`src/rtl/alu_pkg.sv`:
```
// Shared constants and enums for the sequential ALU.
// ALU_MUL_EN adds the MUL state to the FSM encoding.
package alu_pkg;

  localparam int ALU_DATA_WIDTH = 11;

  typedef enum logic [2:0] {
    OP_ADD = 3'b000,
    OP_SUB = 3'b001,
    OP_AND = 3'b010,
    OP_OR  = 3'b011,
    OP_XOR = 3'b100,
    OP_NOT = 3'b101,
    OP_SHL = 3'b110,
    OP_MUL = 3'b111
  } alu_op_t;

  typedef enum logic [1:0] {
    S_IDLE = 2'd0,
    S_EXEC = 2'd1,
`ifdef ALU_MUL_EN
    S_MUL  = 2'd2,
`endif
    S_DONE = 2'd3
  } alu_state_t;

endpackage

```
`src/rtl/mul_seq.sv`:
```
// Unsigned shift-add multiplier: one multiplier bit per clock, LSB first.
// Only the low WIDTH bits of the product are kept.
module mul_seq #(
  parameter int WIDTH = 11
) (
  input  logic             clk,
  input  logic             rst,
  input  logic             start,
  input  logic [WIDTH-1:0] a,
  input  logic [WIDTH-1:0] b,
  output logic [WIDTH-1:0] product,
  output logic             done
);

  localparam int CW = $clog2(WIDTH + 1);

  logic [WIDTH-1:0] acc;
  logic [WIDTH-1:0] mcand;
  logic [WIDTH-1:0] mplier;
  logic [CW-1:0]    cnt;
  logic             run;

  // NOTE: sequential state uses non-blocking assignments so every register
  // samples pre-edge values regardless of statement order.
  always_ff @(posedge clk or posedge rst) begin
    if (rst) begin
      acc    <= '0;
      mcand  <= '0;
      mplier <= '0;
      cnt    <= '0;
      run    <= 1'b0;
    end else if (start) begin
      acc    <= '0;
      mcand  <= a;
      mplier <= b;
      cnt    <= '0;
      run    <= 1'b1;
    end else if (run) begin
      if (mplier[0]) acc <= acc + mcand;
      mcand  <= mcand << 1;
      mplier <= mplier >> 1;
      cnt    <= cnt + CW'(1);
      if (cnt == CW'(WIDTH - 1)) run <= 1'b0;
    end
  end

  assign product = acc;
  assign done    = (cnt == CW'(WIDTH));

endmodule

```
`src/rtl/alu_seq.sv`:
```
// Sequential ALU with registered result/carry and a flags-register write strobe.
// Define ALU_MUL_EN to include the multi-cycle shift-add multiplier.
module alu_seq
  import alu_pkg::*;
#(
  parameter int DATA_WIDTH = ALU_DATA_WIDTH
) (
  input  logic                  clock,
  input  logic                  alu_reset,
  input  logic                  alu_start,
  input  logic [2:0]            alu_op,
  input  logic [DATA_WIDTH-1:0] alu_a,
  input  logic [DATA_WIDTH-1:0] alu_b,
  output logic [DATA_WIDTH-1:0] alu_out,
  output logic                  alu_carry,
  output logic                  alu_busy,
  output logic                  alu_done,
  output logic                  flags_wr
);

  alu_state_t            state, state_nxt;
  alu_op_t               op_q;
  logic [DATA_WIDTH-1:0] a_q, b_q;
  logic [DATA_WIDTH:0]   sum, diff;
  logic [DATA_WIDTH-1:0] res;
  logic                  res_c;
  logic                  start_acc;

  assign start_acc = (state == S_IDLE) && alu_start;

`ifdef ALU_MUL_EN
  logic [DATA_WIDTH-1:0] mul_product;
  logic                  mul_done;

  mul_seq #(.WIDTH(DATA_WIDTH)) u_mul (
    .clk     (clock),
    .rst     (alu_reset),
    .start   (start_acc && (alu_op_t'(alu_op) == OP_MUL)),
    .a       (alu_a),
    .b       (alu_b),
    .product (mul_product),
    .done    (mul_done)
  );
`endif

  // NOTE: operand holding registers carry no reset; they are only read after
  // a start edge has loaded them, so a reset term would buy nothing.
  always_ff @(posedge clock) begin
    if (start_acc) begin
      op_q <= alu_op_t'(alu_op);
      a_q  <= alu_a;
      b_q  <= alu_b;
    end
  end

  // Extra top bit gives carry-out for ADD and unsigned borrow for SUB.
  assign sum  = {1'b0, a_q} + {1'b0, b_q};
  assign diff = {1'b0, a_q} - {1'b0, b_q};

  // NOTE: every always_comb output gets a default first so no path infers a latch.
  always_comb begin
    res   = '0;
    res_c = 1'b0;
    case (op_q)
      OP_ADD: begin res = sum[DATA_WIDTH-1:0];  res_c = sum[DATA_WIDTH];  end
      OP_SUB: begin res = diff[DATA_WIDTH-1:0]; res_c = diff[DATA_WIDTH]; end
      OP_AND: res = a_q & b_q;
      OP_OR:  res = a_q | b_q;
      OP_XOR: res = a_q ^ b_q;
      OP_NOT: res = ~a_q;
      OP_SHL: begin res = {a_q[DATA_WIDTH-2:0], 1'b0}; res_c = a_q[DATA_WIDTH-1]; end
`ifdef ALU_MUL_EN
      OP_MUL: res = mul_product;
`endif
      default: ;
    endcase
  end

  always_comb begin
    state_nxt = state;
    case (state)
      S_IDLE: begin
        if (alu_start) begin
`ifdef ALU_MUL_EN
          state_nxt = (alu_op_t'(alu_op) == OP_MUL) ? S_MUL : S_EXEC;
`else
          state_nxt = S_EXEC;
`endif
        end
      end
      S_EXEC: state_nxt = S_DONE;
`ifdef ALU_MUL_EN
      S_MUL:  if (mul_done) state_nxt = S_DONE;
`endif
      S_DONE: state_nxt = S_IDLE;
      default: state_nxt = S_IDLE;
    endcase
  end

  // Result registers load only on entry to DONE and otherwise hold.
  always_ff @(posedge clock or posedge alu_reset) begin
    if (alu_reset) begin
      state     <= S_IDLE;
      alu_out   <= '0;
      alu_carry <= 1'b0;
    end else begin
      state <= state_nxt;
      if (state_nxt == S_DONE) begin
        alu_out   <= res;
        alu_carry <= res_c;
      end
    end
  end

`ifdef ALU_MUL_EN
  assign alu_busy = (state == S_EXEC) || (state == S_MUL);
`else
  assign alu_busy = (state == S_EXEC);
`endif
  assign alu_done = (state == S_DONE);
  assign flags_wr = alu_done;

endmodule

```
`config.mk`:
```
export PLATFORM = sky130hd
export DESIGN_NAME = alu_seq
export DESIGN_NICKNAME = d
export VERILOG_FILES = /design/src/rtl/alu_pkg.sv /design/src/rtl/mul_seq.sv /design/src/rtl/alu_seq.sv
export SDC_FILE = /design/constraint.sdc
export NUM_CORES = 1
export LEC_CHECK = 0
export ABC_AREA = 1
export BUFFER_PORTS_ARGS = -buffer_cell sky130_fd_sc_hd__buf_2
export CAP_MARGIN = 0
export CORE_MARGIN = 2
export CORE_UTILIZATION = 40
export DETAILED_ROUTE_END_ITERATION = 7
export PLACE_DENSITY = 0.6
export SYNTH_ARGS = -nofsm -noshare
export SYNTH_HDL_FRONTEND = slang
export SYNTH_SLANG_ARGS = --single-unit
```
`constraint.sdc`:
```
create_clock -name clock -period 2.5 [get_ports clock]
set_input_delay 0.5 -clock clock [delete_from_list [all_inputs] [get_ports clock]]
set_output_delay 0.5 -clock clock [all_outputs]
set_load 0.02 [all_outputs]
```
==> out/metrics.csv, run 1 <==
stage,metric,value,unit
power_and_ir_drop,pwr/cell area,881.5,nW/um^2
critical_path,critical register-to-register path startpoint,a_q[4]$_DFFE_PP_,
critical_path,crit start category,flip-flop,
final_layout,area of the multi-input gates,1853,sq um
route,routed wl met2,4080,um
final_layout,Reg area,1101,sq um
route,Initial DRC Count,252,
critical_path,"Cell Chain, Critical Path",inv_1 > ha_1 > nand2_1 > nor2_1 > nand2_1 > nand3_1 > a21oi_1 > o21ai_0 > nand3_1 > nand2_1 > nand2_1,
critical_path,slowest CP cell,ha_1,
route,DRC violations left,0,
grt,largest net degree at the start of global routing,26,
outcome,status,"finished, final reports clean",
route,DRT Pass-1 Iters,6,
grt,global-route wire length before repair,14420,um
synth,"Net Count, Synth",506,
floorplan,die span in y,95.24,um
route,ANT nets after route,0,
route,per-cell routed wire length,15.31,um
critical_path,"reg-to-reg slack, setup",0.33,ns
final_layout,layout cell share with drive strength beyond 1,15.30,%
route,Routed WL,8908,um
clock_network,setup bufs post-CTS,0,
final_layout,fill count,850,
synth,fraction of registers with async set/reset,35.90,%
floorplan,Rows,33,
critical_path,"Arr. time, crit path",2.36,ns
synth,"Avg Cell Area, Syn",7.584,sq um
place,hpwl dp,7069,um
clock_network,CTS root buffer,clkbuf_8,
synth,Ys Warns,0,
floorplan,IO Count,43,
critical_path,FF-to-FF End,alu_out[6]$_DFFE_PP0N_,
grt,gr usage total,20.82,%
place,Place WS,0.3544,ns
min_path,Hold Crit Class,in2async,
floorplan,Core Footprint,8134,sq um
grt,initial antenna violation count,0,
route,met3 routed wirelength,553,um
clock_network,Clock Sinks,39,
timing,final worst path period share,86.92,%
route,met1 wire length,4211,um
clock_network,hold bufs inserted after CTS,0,
clock_network,"CTS clk-pin slew, worst paths",0.08,ns
timing,RSZ-0062 raised after global routing,false,
route,Max Used Layer,met4,
synth,Seq cells post-synth,39,
timing,measured slew at the worst slew-check pin,0.5557,ns
timing,TNS Setup,0,ns
critical_path,crit path max fanout,9,
synth,Synth area leader,edfxtp_1,
synth,largest cells by area after synthesis,"edfxtp_1 23%, nand2_1 14%, ha_1 14%",
synth,most common cell in the netlist,nand2_1,
synth,Yosys top cell area share,22.55,%
timing,Final setup viols,0,
grt,total grt overflow,0,
synth,Syn Inst Count,439,
clock_network,CTS tree,built,
timing,max-slew headroom at the worst pin,62.85,%
critical_path,Buf/Inv on CP,1,
timing,Final min period,2.173,ns
power_and_ir_drop,leakage power,1.888,nW
timing,f_max,460.2,MHz
place,I/O Buffers,42,
critical_path,most frequent CP cell,nand2_1,
clock_network,Num CTS Buffers,5,
floorplan,Initial Util,40.93,%
route,vias per inst,5.162,
job,max-cap violation count,0,
synth,sequential fraction of the synthesis area,33.07,%
synth,Main synth FF type,edfxtp_1,
critical_path,Worst setup EP type,flip-flop,
final_layout,Synth-to-Final Area Change,10.07,%
synth,"Cell Area, Synth",3329,sq um
power_and_ir_drop,Max rail drop VDD,0.3308,mV
timing,Fin. Hold Viols,0,
route,vias,3004,
floorplan,total die area,9070,sq um
critical_path,Worst R2R Path Depth,11,
final_layout,# diodes,0,
clock_network,"Clk Latency, worst-skew pair",0.30,ns
critical_path,Critical Path RT,2.69,ns
synth,synth unique cells,30,
timing,Layout Skew,0.003666,ns
clock_network,post-cts resize count,0,
synth,Post-synth top cells,"124 x nand2_1, 62 x inv_1, 47 x nand3_1",
critical_path,crit-path max cell delay,0.58,ns
final_layout,final-stage net count,543,
grt,vias in the first global route,2814,
place,gpl congestion,0.9990,
floorplan,Die X,95.24,um
critical_path,CP Class,reg2reg,
critical_path,CP top delay family,simple AND/OR/NAND/NOR gates,
synth,number of synthesized flops with an enable pin,25,
timing,final worst setup slack,0.3270,ns
clock_network,H-tree lvl count,2,
timing,Max Slew Vio Count,0,
clock_network,clock tree buffer depth,2,
## power breakdown
group          switching, W  internal, W
Clock              0.000236     0.000223
Sequential         0.000134     0.000891
Combinational       0.00119     0.000559
Total               0.00156      0.00167
## placed cells by master, fill, tap and decap left out, drive strengths merged, types with 11 or more instances in the layout
master,synthesis,routed
nand2,125,125
inv,68,68
nand3,51,51
buf,15,45
ha,37,37
nor2,32,32
edfxtp,25,25
o22ai,17,17
a21oi,16,16
o21ai,15,15
dfrtp,14,14
nor3,11,11
## per-stage QoR
stage / total power [W] / util (%) / instances / hold WS (ns) / cell area (sq um)
finish: 0.003231 / 45.05 / 582 / 0.2203 / 3665
global route: 0.003530 / 45.05 / 582 / 0.2786 / 3665
CTS: 0.003252 / 45.05 / 582 / 0.2402 / 3665
detailed placement: 0.002779 / 43.93 / 574 / 0.4649 / 3573
global placement: 0.002764 / 43.93 / 574 / 0.4604 / 3573
floorplan: 0.002351 / - / 439 / 0.3892 / 3334
## cell families after synthesis
logic type	count (synthesis)	synth area share [%]
buf+inv	83	11.61
flops	39	33.07
fa+ha+maj	39	15.11
compound gates	53	10.15
xor+xnor	1	0.2631
simple gates	224	29.80
## worst max-delay path by stage
stage	startpoint	to	slack (ns)	depth (start not counted)
2_1_floorplan	alu_start	a_q[0]$_DFFE_PP_	0.56	2
3_3_place_gp	a_q[4]$_DFFE_PP_	alu_out[9]$_DFFE_PP0N_	0.34	11
3_5_place_dp	a_q[4]$_DFFE_PP_	alu_out[6]$_DFFE_PP0N_	0.35	11
4_1_cts	a_q[4]$_DFFE_PP_	alu_out[6]$_DFFE_PP0N_	0.33	11
5_1_grt	a_q[4]$_DFFE_PP_	alu_out[10]$_DFFE_PP0N_	0.12	13
6_report	a_q[4]$_DFFE_PP_	alu_out[6]$_DFFE_PP0N_	0.33	11
## registers in the layout (all words and copies together) (netlist names)
register	flops
op_q	3
b_q	11
state	2
alu_carry	1
alu_out	11
a_q	11
## layer usage
metal  GRT usage (%)  vias to the layer above
li1                -                     1504
met1           29.43                     1390
met2           34.04                      104
met3           3.320                        6
met4           3.382                        0
met5               0                        -
## area by class of cell
class                   count  share of cell area (%)
clock buffers               7                   2.356
clock inverters             1                  0.1366
inverters                  68                   6.965
multi-input cells         317                   50.56
flip-flops and latches     39                   30.04
well taps                 105                   3.585
repair buffers             45                   6.350
Power figures use the tool's default switching activity.
==> inputs of run 2 (changes only) <==
==> constraint.sdc (replaced) <==
create_clock -name clock -period 2.5 [get_ports clock]
set_input_delay 0.5 -clock clock [delete_from_list [all_inputs] [get_ports clock]]
set_output_delay 0.5 -clock clock [all_outputs]
set_load 0.1 [all_outputs]
==> run 2 against run 1 <==
  * Register-to-register slack worse by 0.03 ns
  * Via count is 2.0% higher
  * Flip-flop and latch count stayed put
  * Critical path depth stayed put
  * Critical endpoint unchanged
  * Global-route usage is 0.19 points lower
  * Total power is 19% higher
  * Largest power group unchanged
  * Clock power is 8.3% lower
==> out/metrics.csv, run 2 (same netlist as run 1, synthesis figures left out) <==
stage,metric,value,unit,change
clock_network,CTS tree,built,,
timing,Final min period,2.198,ns,+0.02508 ns
floorplan,Rows,33,,unchanged
route,Initial DRC Count,211,,-16%
place,hpwl dp,7001,um,-0.96%
route,DRC violations left,0,,unchanged
outcome,status,"finished, final reports clean",,
place,Place WS,0.3085,ns,-0.04594 ns
place,I/O Buffers,42,,unchanged
critical_path,Critical Path RT,2.70,ns,about the same
clock_network,CTS root buffer,clkbuf_8,,
timing,TNS Setup,0,ns,unchanged
critical_path,CP Class,reg2reg,,
timing,max-slew headroom at the worst pin,57.80,%,-5.0 points
floorplan,Core Footprint,8134,sq um,unchanged
route,vias per inst,5.263,,+2.0%
final_layout,# diodes,0,,unchanged
route,DRT Pass-1 Iters,4,,-2
power_and_ir_drop,leakage power,1.880,nW,-0.42%
min_path,Hold Crit Class,in2async,,
final_layout,Synth-to-Final Area Change,9.733,%,
critical_path,"Arr. time, crit path",2.40,ns,+0.04 ns
clock_network,post-cts resize count,0,,unchanged
final_layout,"commonest cells after routing, fill and taps aside","124 x nand2_1, 62 x inv_1, 47 x nand3_1",,
timing,Layout Skew,0.008495,ns,+0.004829 ns
timing,measured slew at the worst slew-check pin,0.6313,ns,+0.07554 ns
route,per-cell routed wire length,15.63,um,+2.1%
floorplan,IO Count,43,,unchanged
timing,RSZ-0062 raised after global routing,false,,
place,gpl congestion,0.9896,,-0.94%
critical_path,crit start category,flip-flop,,
final_layout,final-stage net count,543,,unchanged
clock_network,setup bufs post-CTS,0,,unchanged
clock_network,"CTS clk-pin slew, worst paths",0.08,ns,about the same
final_layout,layout cell share with drive strength beyond 1,14.88,%,-0.42 points
grt,largest net degree at the start of global routing,26,,unchanged
floorplan,Initial Util,40.93,%,unchanged
clock_network,"Clk Latency, worst-skew pair",0.30,ns,about the same
floorplan,Die X,95.24,um,unchanged
floorplan,total die area,9070,sq um,unchanged
critical_path,crit path max fanout,9,,unchanged
clock_network,hold bufs inserted after CTS,0,,unchanged
timing,f_max,454.9,MHz,-1.1%
timing,Fin. Hold Viols,0,,unchanged
timing,Max Slew Vio Count,0,,unchanged
clock_network,Clock Sinks,39,,unchanged
route,ANT nets after route,0,,unchanged
floorplan,die span in y,95.24,um,unchanged
final_layout,"commonest non-fill, non-tap cell in the layout",nand2_1,,
power_and_ir_drop,pwr/cell area,1056,nW/um^2,+20%
grt,global-route wire length before repair,13970,um,-3.2%
route,vias,3063,,+2.0%
power_and_ir_drop,Max rail drop VDD,0.3739,mV,+13%
grt,vias in the first global route,2725,,-3.2%
grt,total grt overflow,0,,unchanged
timing,Final setup viols,0,,unchanged
clock_network,clock tree buffer depth,2,,unchanged
clock_network,Num CTS Buffers,5,,unchanged
critical_path,Worst setup EP type,flip-flop,,
grt,gr usage total,20.63,%,-0.19 points
grt,initial antenna violation count,0,,unchanged
timing,final worst path period share,87.92,%,+1.0 points
clock_network,H-tree lvl count,2,,unchanged
timing,final worst setup slack,0.3019,ns,-0.02508 ns
job,max-cap violation count,0,,unchanged
final_layout,biggest regs,"a_q x11, alu_out x11, b_q x11",,
final_layout,fill count,824,,-3.1%
route,Routed WL,9095,um,+2.1%
[run 2: worst max-delay path, stage by stage, from the launching register on]
cell	delay, ns
edfxtp_1	0.47
inv_1	0.10
ha_1	0.58
nand2_1	0.13
nor2_1	0.15
nand2_1	0.08
nand3_1	0.08
a21oi_1	0.06
o21ai_0	0.16
nand3_1	0.16
nand2_1	0.09
nand2_1	0.05
[run 2: worst paths after layout]
path | startpoint | end | slack (ns) | cells past startpoint
max in group asynchronous | alu_reset | alu_out[5]$_DFFE_PP0N_ | 1.91 | 2
max | a_q[4]$_DFFE_PP_ | alu_out[6]$_DFFE_PP0N_ | 0.30 | 11
min | alu_reset | alu_out[1]$_DFFE_PP0N_ | 0.23 | 2
min reg2reg | alu_out[5]$_DFFE_PP0N_ | alu_out[5]$_DFFE_PP0N_ | 0.48 | 2
max reg2reg | a_q[4]$_DFFE_PP_ | alu_out[6]$_DFFE_PP0N_ | 0.30 | 11
min in group clock | alu_b[1] | b_q[1]$_DFFE_PP_ | 0.37 | 1
[run 2: layout make-up]
cell class | count | area [sq um] | area share (%)
inverters | 68 | 255.2 | 6.986
clock buffers | 6 | 72.57 | 1.986
clock inverters | 2 | 7.507 | 0.2055
repair buffers | 45 | 232.7 | 6.370
flip-flops and latches | 39 | 1101 | 30.14
well taps | 105 | 131.4 | 3.596
multi-input cells | 317 | 1853 | 50.72
[run 2: through the flow]
stage	util (%)	area (sq um)	hold slack [ns]	instances	total power, W
after floorplan	-	3334	0.3892	439	0.002980
after CTS	44.92	3654	0.2611	582	0.003865
after global routing	44.92	3654	0.2885	582	0.004128
after global placement	43.93	3573	0.4582	574	0.003407
final	44.92	3654	0.2301	582	0.003857
after detailed placement	43.93	3573	0.4649	574	0.003432
[run 2: where the power goes]
| part | switching, W | total [W] | leakage [nW] | internal [W] |
|---|---|---|---|---|
| clock network | 0.000230 | 0.000421 | 0.0403 | 0.000191 |
| registers | 0.000138 | 0.00103 | 0.408 | 0.000891 |
| logic | 0.00185 | 0.00241 | 1.43 | 0.000559 |
[run 2: metal layers]
layer  track usage [%]  vias to the layer above  routed length (um)
met2             32.16                      122                4139
met3             3.557                       17                 594
met4             7.729                        0                 225
met5                 0                        -                   0
met1             28.56                     1425                4136
li1                  -                     1499                   -
